$ cat config.mk
export PLATFORM = sky130hd
export DESIGN_NAME = apb_ecc_initiator_flat
export DESIGN_NICKNAME = d
export VERILOG_FILES = /design/src/rtl/apb_ecc_initiator_if.sv /design/src/rtl/apb_ecc_initiator.sv /design/src/flat_wrapper.sv
export SDC_FILE = /design/constraint.sdc
export NUM_CORES = 1
export LEC_CHECK = 0
export CORE_UTILIZATION = 30
export DETAILED_ROUTE_END_ITERATION = 10
export PLACE_DENSITY_LB_ADDON = 0.3
export REMOVE_ABC_BUFFERS = 1
export SLEW_MARGIN = 20
export SYNTH_ARGS = -nofsm -noshare
export SYNTH_HDL_FRONTEND = slang
export SYNTH_SLANG_ARGS = --single-unit
$ cat constraint.sdc
create_clock -name clk -period 2.66 [get_ports clk]
set_clock_uncertainty 0.15 [all_clocks]
set_input_delay 0.399 -clock clk [delete_from_list [all_inputs] [get_ports clk]]
set_output_delay 0.399 -clock clk [all_outputs]
set_load 0.01 [all_outputs]
$ cat src/rtl/apb_ecc_initiator_if.sv
// apb_ecc_initiator_if -- request/response and APB requester signal bundle.
//
// Signals:
//   req_valid/req_ready/req_write/req_addr/req_wdata : request queue push side
//   xfer_done/rsp_rdata/busy                         : completion and status
//   PSEL/PENABLE/PWRITE/PADDR/PWDATA/PRDATA          : APB requester (no PREADY/PSLVERR)
// Modports:
//   master : view of the initiator itself
//   slave  : view of whatever surrounds it (request source and APB completer)
interface apb_ecc_initiator_if #(
    parameter int unsigned AMBA_ADDR_WIDTH = 20,
    parameter int unsigned AMBA_WORD       = 32
);
    logic                       req_valid;
    logic                       req_ready;
    logic                       req_write;
    logic [AMBA_ADDR_WIDTH-1:0] req_addr;
    logic [AMBA_WORD-1:0]       req_wdata;
    logic                       xfer_done;
    logic [AMBA_WORD-1:0]       rsp_rdata;
    logic                       busy;
    logic                       PSEL;
    logic                       PENABLE;
    logic                       PWRITE;
    logic [AMBA_ADDR_WIDTH-1:0] PADDR;
    logic [AMBA_WORD-1:0]       PWDATA;
    logic [AMBA_WORD-1:0]       PRDATA;

    modport master (
        input  req_valid, req_write, req_addr, req_wdata, PRDATA,
        output req_ready, xfer_done, rsp_rdata, busy,
               PSEL, PENABLE, PWRITE, PADDR, PWDATA
    );

    modport slave (
        output req_valid, req_write, req_addr, req_wdata, PRDATA,
        input  req_ready, xfer_done, rsp_rdata, busy,
               PSEL, PENABLE, PWRITE, PADDR, PWDATA
    );
endinterface

$ cat src/rtl/apb_ecc_initiator.sv
// apb_ecc_initiator -- queued APB requester.
//
// Requests are pushed into a FIFO_DEPTH-entry queue and issued on APB in strict
// order as SETUP/ACCESS pairs. A read's PRDATA is captured into rsp_rdata and every
// completed transfer pulses xfer_done for one cycle.
//
// Ports:
//   clk  : clock, rising edge
//   rst  : synchronous active-high reset, aborts any transfer in flight
//   bus  : apb_ecc_initiator_if.master (request, status and APB signals)
//
// Configuration macro:
//   APB_INIT_BACK2BACK_EN : when defined, ACCESS goes straight to SETUP if more work
//                           is queued; otherwise one idle cycle separates transfers.
module apb_ecc_initiator #(
    parameter int unsigned AMBA_ADDR_WIDTH = 20,
    parameter int unsigned AMBA_WORD       = 32,
    parameter int unsigned FIFO_DEPTH      = 4
) (
    input logic                 clk,
    input logic                 rst,
    apb_ecc_initiator_if.master bus
);
    localparam int unsigned PtrW   = $clog2(FIFO_DEPTH);
    localparam int unsigned EntryW = 1 + AMBA_ADDR_WIDTH + AMBA_WORD;
    localparam logic [PtrW:0] PtrOne = {{PtrW{1'b0}}, 1'b1};

    typedef enum logic [1:0] {StIdle, StSetup, StAccess} state_e;

    state_e                     state_q, state_d;
    logic [EntryW-1:0]          fifo_q [FIFO_DEPTH];
    // Extra MSB on each pointer separates full from empty.
    logic [PtrW:0]              wr_ptr_q, rd_ptr_q;
    logic                       empty, full, push, pop;
    logic [EntryW-1:0]          head;
    logic                       pwrite_q, pwrite_d;
    logic [AMBA_ADDR_WIDTH-1:0] paddr_q, paddr_d;
    logic [AMBA_WORD-1:0]       pwdata_q, pwdata_d;
    logic [AMBA_WORD-1:0]       rdata_q, rdata_d;
    logic                       done_q, done_d;

    assign empty = (wr_ptr_q == rd_ptr_q);
    assign full  = (wr_ptr_q[PtrW] != rd_ptr_q[PtrW]) &&
                   (wr_ptr_q[PtrW-1:0] == rd_ptr_q[PtrW-1:0]);
    // Fullness is judged before any same-edge pop, so a pop never frees a slot early.
    assign push  = bus.req_valid && !full;
    assign head  = fifo_q[rd_ptr_q[PtrW-1:0]];

    always_comb begin
        state_d  = state_q;
        pop      = 1'b0;
        pwrite_d = pwrite_q;
        paddr_d  = paddr_q;
        pwdata_d = pwdata_q;
        rdata_d  = rdata_q;
        done_d   = 1'b0;
        unique case (state_q)
            StIdle: begin
                // Queue state is the one before this edge's push: no bypass.
                if (!empty) begin
                    pop     = 1'b1;
                    state_d = StSetup;
                end
            end
            StSetup: state_d = StAccess;
            StAccess: begin
                done_d = 1'b1;
                if (!pwrite_q) begin
                    rdata_d = bus.PRDATA;
                end
`ifdef APB_INIT_BACK2BACK_EN
                if (!empty) begin
                    pop     = 1'b1;
                    state_d = StSetup;
                end else begin
                    state_d = StIdle;
                end
`else
                state_d = StIdle;
`endif
            end
            default: state_d = StIdle;
        endcase
        if (pop) begin
            {pwrite_d, paddr_d, pwdata_d} = head;
        end
    end

    always_ff @(posedge clk) begin
        if (rst) begin
            state_q  <= StIdle;
            wr_ptr_q <= '0;
            rd_ptr_q <= '0;
            pwrite_q <= 1'b0;
            paddr_q  <= '0;
            pwdata_q <= '0;
            rdata_q  <= '0;
            done_q   <= 1'b0;
        end else begin
            state_q  <= state_d;
            pwrite_q <= pwrite_d;
            paddr_q  <= paddr_d;
            pwdata_q <= pwdata_d;
            rdata_q  <= rdata_d;
            done_q   <= done_d;
            if (push) begin
                wr_ptr_q <= wr_ptr_q + PtrOne;
            end
            if (pop) begin
                rd_ptr_q <= rd_ptr_q + PtrOne;
            end
        end
    end

    // Queue storage needs no reset; only the pointers define validity.
    always_ff @(posedge clk) begin
        if (!rst && push) begin
            fifo_q[wr_ptr_q[PtrW-1:0]] <= {bus.req_write, bus.req_addr, bus.req_wdata};
        end
    end

    assign bus.req_ready = !full && !rst;
    assign bus.busy      = (state_q != StIdle) || !empty;
    assign bus.PSEL      = (state_q != StIdle);
    assign bus.PENABLE   = (state_q == StAccess);
    assign bus.PWRITE    = pwrite_q;
    assign bus.PADDR     = paddr_q;
    assign bus.PWDATA    = pwdata_q;
    assign bus.xfer_done = done_q;
    assign bus.rsp_rdata = rdata_q;
endmodule

$ cat src/flat_wrapper.sv
// flat-port wrapper written by rule: the top's interface ports become plain ports
module apb_ecc_initiator_flat 
#(
    parameter int unsigned AMBA_ADDR_WIDTH = 20,
    parameter int unsigned AMBA_WORD       = 32,
    parameter int unsigned FIFO_DEPTH      = 4
)
  (clk, rst, bus_req_valid, bus_req_write, bus_req_addr, bus_req_wdata, bus_PRDATA, bus_req_ready, bus_xfer_done, bus_rsp_rdata, bus_busy, bus_PSEL, bus_PENABLE, bus_PWRITE, bus_PADDR, bus_PWDATA);
  apb_ecc_initiator_if #(.AMBA_ADDR_WIDTH(AMBA_ADDR_WIDTH), .AMBA_WORD(AMBA_WORD)) bus_i ();
  input logic clk;
  input logic rst;
  input wire logic [$bits(bus_i.req_valid)-1:0] bus_req_valid;
  input wire logic [$bits(bus_i.req_write)-1:0] bus_req_write;
  input wire logic [$bits(bus_i.req_addr)-1:0] bus_req_addr;
  input wire logic [$bits(bus_i.req_wdata)-1:0] bus_req_wdata;
  input wire logic [$bits(bus_i.PRDATA)-1:0] bus_PRDATA;
  output wire logic [$bits(bus_i.req_ready)-1:0] bus_req_ready;
  output wire logic [$bits(bus_i.xfer_done)-1:0] bus_xfer_done;
  output wire logic [$bits(bus_i.rsp_rdata)-1:0] bus_rsp_rdata;
  output wire logic [$bits(bus_i.busy)-1:0] bus_busy;
  output wire logic [$bits(bus_i.PSEL)-1:0] bus_PSEL;
  output wire logic [$bits(bus_i.PENABLE)-1:0] bus_PENABLE;
  output wire logic [$bits(bus_i.PWRITE)-1:0] bus_PWRITE;
  output wire logic [$bits(bus_i.PADDR)-1:0] bus_PADDR;
  output wire logic [$bits(bus_i.PWDATA)-1:0] bus_PWDATA;
  assign bus_i.req_valid = bus_req_valid;
  assign bus_i.req_write = bus_req_write;
  assign bus_i.req_addr = bus_req_addr;
  assign bus_i.req_wdata = bus_req_wdata;
  assign bus_i.PRDATA = bus_PRDATA;
  assign bus_req_ready = bus_i.req_ready;
  assign bus_xfer_done = bus_i.xfer_done;
  assign bus_rsp_rdata = bus_i.rsp_rdata;
  assign bus_busy = bus_i.busy;
  assign bus_PSEL = bus_i.PSEL;
  assign bus_PENABLE = bus_i.PENABLE;
  assign bus_PWRITE = bus_i.PWRITE;
  assign bus_PADDR = bus_i.PADDR;
  assign bus_PWDATA = bus_i.PWDATA;
  apb_ecc_initiator #(.AMBA_ADDR_WIDTH(AMBA_ADDR_WIDTH), .AMBA_WORD(AMBA_WORD), .FIFO_DEPTH(FIFO_DEPTH)) u_core (.clk(clk), .rst(rst), .bus(bus_i));
endmodule
; ---- Word-level counts from Yosys, hierarchy flattened
; Memories as Yosys holds them, arrays and structs flattened. A register that Yosys moved wholly into a read port is not among the register bits.
; Index checks and enable logic that the tools add are counted.
[classes]
add_sub_neg = 2
eq_ne = 6
mux = 7
bitwise_logic = 1
reduce_logical = 11
[ops]
columns = op, count
row1 = $add 3x1->3 const B, 2
row2 = $mux 1, 5
row3 = $logic_and 1x1->1, 4
row4 = $pmux 2 s2, 1
row5 = $eq 3x3->1, 1
row6 = $logic_not 1->1, 3
row7 = $eq 2x1->1 const B, 1
row8 = $eq 2x2->1, 1
row9 = $eq 2x2->1 const B, 1
row10 = $logic_not 2->1, 1
row11 = $mux 2, 1
row12 = $ne 2x2->1 const B, 1
row13 = $reduce_and 2->1, 1
row14 = $reduce_bool 2->1, 1
row15 = $logic_or 1x1->1, 1
row16 = $ne 1x1->1, 1
row17 = $not 1->1, 1
[word_totals]
regBits = 41
ramBits = 212
inputBits = 88
n_memories = 1
[memory_table]
columns = name, words, width, read_ports, rd_clocked_by_memory_dff, write_ports, line
row1 = u_core.fifo_q, 4, 53, 1, 1, 1, apb_ecc_initiator.sv:31  ; logic [EntryW-1:0] fifo_q [FIFO_DEPTH];

; ---- Logic depth before layout (Yosys ltp)
; Gate-level depths: netlist of the first run.
[logic_depth]
ltp_word = 7
mapped_depth = 6
depth_no_buf = 4

; ---- Least setup slack after synthesis of the first run
; OpenSTA, ideal clock, no wires.
[synth_path]
path_type = flip-flop to flip-flop
startpoint = reg u_core.rd_ptr_q[0]
endpoint = mem u_core.fifo_q[0][0] (netlist name) (enable)
setup_ns = 0.416
arrival_time_ns = 2.276
required_time_ns = 2.094
setup_slack_ns = -0.182
stages_incl_launch_ff = 6
path_buffers = 2
synth_period_minus_slack_ns = 2.842
cell_sequence = dfxtp_1 > buf_4 > buf_6 > xnor2_2 > nand3_1 > and3_1
[synth_between]
elab_chain_len = 7
[synth_rtl]
columns = element, line
row1 = from (decl), apb_ecc_initiator.sv:33  ; logic [PtrW:0] wr_ptr_q, rd_ptr_q;
row2 = from (signal assigned), apb_ecc_initiator.sv:110  ; rd_ptr_q <= rd_ptr_q + PtrOne;
row3 = $eq 2x2->1, apb_ecc_initiator.sv:44  ; (wr_ptr_q[PtrW-1:0] == rd_ptr_q[PtrW-1:0]);
row4 = $logic_and 1x1->1, apb_ecc_initiator.sv:43  ; assign full = (wr_ptr_q[PtrW] != rd_ptr_q[PtrW]) &&
row5 = $logic_not 1->1, apb_ecc_initiator.sv:46  ; assign push = bus.req_valid && !full;
row6 = $logic_and 1x1->1, apb_ecc_initiator.sv:46
row7 = $logic_and 1x1->1, apb_ecc_initiator.sv:117  ; if (!rst && push) begin
row8 = $mux 1, apb_ecc_initiator.sv:117
row9 = $mux 1 (not written as such), apb_ecc_initiator.sv:118  ; fifo_q[wr_ptr_q[PtrW-1:0]] <= {bus.req_write, bus.req_addr, bus.req_wdata};
row10 = to (decl), apb_ecc_initiator.sv:31
; No other way between the ends.

; ---- Final worst setup path of the first run
[layout_path]
startpoint = reg u_core.wr_ptr_q[0]
endpoint = out bus_req_ready
[layout_between]
elab_chain_len = 4
[layout_rtl]
columns = element, line
row1 = from (decl), apb_ecc_initiator.sv:33
row2 = from (signal assigned), apb_ecc_initiator.sv:107  ; wr_ptr_q <= wr_ptr_q + PtrOne;
row3 = $eq 2x2->1, apb_ecc_initiator.sv:44
row4 = $logic_and 1x1->1, apb_ecc_initiator.sv:43
row5 = $logic_not 1->1, apb_ecc_initiator.sv:122  ; assign bus.req_ready = !full && !rst;
row6 = $logic_and 1x1->1, apb_ecc_initiator.sv:122
row7 = to (decl), flat_wrapper.sv:17  ; output wire logic [$bits(bus_i.req_ready)-1:0] bus_req_ready;
; No other way between the ends.

==> results.json, run 1 <==
{
  "outcome": "complete, no violations",
  "met3_length_um": 1730,
  "clk_pin_slew_ns": 0.05,
  "finalSetupViolCount": 0,
  "nNetsFinal": 994,
  "gp_congestion": 0.671,
  "critPathTopFamily": "buffers and inverters",
  "synth_area_mm2": 0.0117,
  "routedWlPerCell_um": 17.4,
  "cts_tree": "done",
  "fin_crit_sh": 0.955,
  "ys.flop_type": "edfxtp_1",
  "cts_sinks": 306,
  "synth_area_per_cell_um2": 16.4,
  "drt_iter0_markers": 238,
  "overflow": 0,
  "core.rowCount": 71,
  "power_uw": 15500,
  "grt_pass1_wl_um": 38400,
  "fin_crit_ns": 2.54,
  "drt_wl_total_um": 25100,
  "dpl.hpwl_um": 15200,
  "path_max_fanout": 6,
  "cts_buffers": 36,
  "root_buffer": "clkbuf_16",
  "p_sw_frac": 0.278,
  "drt-met1-wl_um": 11400,
  "comb_power_share": 0.281,
  "fillers": 3535,
  "route.detailed.drc": 0,
  "synth_top_area_frac": 0.544,
  "async_flop_share": 0,
  "power_density_mw_per_mm2": 1010,
  "maxCapViolCount": 0,
  "grtUsageTotal": 0.128,
  "yosysTopAreaCell": "edfxtp_1",
  "critPathRequiredTime_ns": 2.11,
  "clkPwrFrac": 0.323,
  "cts_buffer_depth": 3,
  "synth_warnings": 0,
  "ios": 178,
  "drive_gt1_frac": 0.147,
  "wl_met2_um": 11400,
  "hold_viol_final": 0,
  "worst_pin_slew_ns": 1.06,
  "p_int_uw": 11200,
  "die-height_um": 199,
  "synth.distinct_cells": 34,
  "holdWs_ns": 0.222,
  "placed_cell_area_mm2": 0.0141,
  "io_buffers": 177,
  "ir_drop_mv": 0.668,
  "crit_arrival_ns": 1.99,
  "crit_type": "flop to output port",
  "worstSetupStartpointType": "flop",
  "yosysSeqAreaShare": 0.705,
  "p_leak_uw": 0.00517,
  "synth_common_cells": "edfxtp_1 (212), nand2b_1 (110), dfxtp_1 (94), nand2_1 (64), mux2i_1 (55)",
  "relSlewSlack": 0.292,
  "htreeDepth": 2,
  "clock_latency_ns": 0.51,
  "synth_seq_cells": 306,
  "power.switching_uw": 4310,
  "die_area_mm2": 0.0398,
  "synthTopCellsByArea": "edfxtp_1 (54%), dfxtp_1 (16%), mux4_2 (10%)",
  "cp_cell_sequence": "xnor2_2, a31oi_1, clkdlybuf4s50_1",
  "rsz0062_at_grt": "no",
  "top_layer_used": "met4",
  "grt_max_degree": 74,
  "grt_pass1_vias": 6532,
  "syn_inst": 711,
  "postCtsSetupBuffers": 0,
  "die_w_um": 199,
  "area_growth_pct": 31.4,
  "synth.most_common_cell": "edfxtp_1",
  "diodes": 0,
  "seq_power_share": 0.396,
  "vias": 6391,
  "end_kind": "output port",
  "core-area_mm2": 0.0380,
  "finalMaxSlewViolations": 0,
  "slowest_stage": "clkdlybuf4s50_1",
  "antenna_found_initial": 0,
  "hold_class": "input port to flop",
  "drt-vias-per-instance": 4.44,
  "start_util": 0.308,
  "dr.pass1.iters": 6,
  "cp_num_buf_inv": 1,
  "clock.fmax_mhz": 394,
  "design_area_mm2": 0.0154,
  "cpPeakStageDelay_ns": 0.60,
  "ant_nets": 0,
  "synth-edff-count": 212
}
==> power by group through the flow <==
stage	clock [uW]	sequential, uW	combinational, uW
after floorplan	0	6420	1980
after global placement	0	6230	4440
after detailed placement	0	6240	4450
after CTS	5140	6150	4470
after global routing	5310	6210	4730
final	5010	6130	4360
==> cell usage in the layout (no fill, tap or decap), drive strengths merged, types with 18 or more instances in the layout <==
cell,netlist,final
mux2i,55,55
a21oi,32,32
dfxtp,94,94
clkdlybuf4s50,0,176
clkbuf,22,48
buf,20,18
edfxtp,212,212
mux4,53,53
nand2,64,64
nand2b,110,110
==> cell families after synthesis <==
group,after synthesis,synth area share
DFF,306,0.705
and+or+nand+nor,195,0.0903
muxes,110,0.151
buffers and inverters,47,0.0213
AOI/OAI and AO/OA,42,0.0210
xor gates and xnor gates,6,0.00578
adders and majority gates,5,0.00535
==> worst register-to-register path, stage by stage (launching register included) <==
cell,delay (ns)
dfxtp_1,0.45
xor2_1,0.40
o31a_1,0.29
and3b_4,0.27
buf_12,0.22
==> registers in the layout, summed over array words and instances (netlist names) <==
signal                cells
u_core.state_q            2
u_core.bus.PWDATA        32
u_core.wr_ptr_q           3
u_core.fifo_q           212
u_core.bus.PWRITE         1
u_core.rd_ptr_q           3
u_core.bus.PADDR         20
u_core.bus.rsp_rdata     32
u_core.bus.xfer_done      1
==> metrics by stage <==
| step | utilization | setup slack, ns | cells | setup TNS (ns) |
|---|---|---|---|---|
| 2_1_floorplan | - | -6.41 | 669 | -788.44 |
| 3_3_place_gp | 0.372 | 0.319 | 1374 | 0 |
| 3_5_place_dp | 0.372 | 0.338 | 1374 | 0 |
| 4_1_cts | 0.404 | 0.0322 | 1440 | 0 |
| 5_1_grt | 0.404 | 0.00526 | 1440 | 0 |
| 6_report | 0.404 | 0.121 | 1440 | 0 |
==> layer usage <==
metal	global-route usage	up-vias
li1	-	3014
met1	0.170	3139
met2	0.204	191
met3	0.0331	47
met4	0.0404	0
met5	0	-
==> cell type report <==
class,count,area [um^2],share of cell area
Sequential cell,306,8260,0.537
Multi-Input combinational cell,358,3250,0.211
Timing Repair Buffer,194,1980,0.129
Clock buffer,48,1020,0.0663
Tap cell,511,639,0.0416
Clock inverter,18,208,0.0135
Inverter,5,18.8,0.00122
==> repair_timing <==
action                                  CTS  global route
hold buffers                              0             0
endpoints found under the setup margin    0             2
gates resized for setup                   0             2
endpoints found under the hold margin     0             0
==> path summary, 6_finish.rpt <==
path	startpoint	endpoint	slack, ns	depth (start not counted)
setup / recovery	u_core.wr_ptr_q[0]$_SDFFE_PP0P_	bus_req_ready	0.12	3
hold / removal	rst	u_core.wr_ptr_q[0]$_SDFFE_PP0P_	0.22	3
setup reg to reg	u_core.wr_ptr_q[1]$_SDFFE_PP0P_	u_core.fifo_q[3][24]$_DFFE_PP_	0.53	4
hold reg to reg	u_core.bus.rsp_rdata[19]$_SDFFE_PP0P_	u_core.bus.rsp_rdata[19]$_SDFFE_PP0P_	0.30	2
(Power assumes the default switching activity.)
==> run 2, diff against run 1 <==
--- a/config.mk
+++ b/config.mk
@@ -5,6 +5,7 @@
 export SDC_FILE = /design/constraint.sdc
 export NUM_CORES = 1
 export LEC_CHECK = 0
+export ABC_CLOCK_PERIOD_IN_PS = 2660
 export CORE_UTILIZATION = 30
 export DETAILED_ROUTE_END_ITERATION = 10
 export PLACE_DENSITY_LB_ADDON = 0.3
==> results of run 2 <==
Final layout, timing and power as in run 1 (identical DEF).
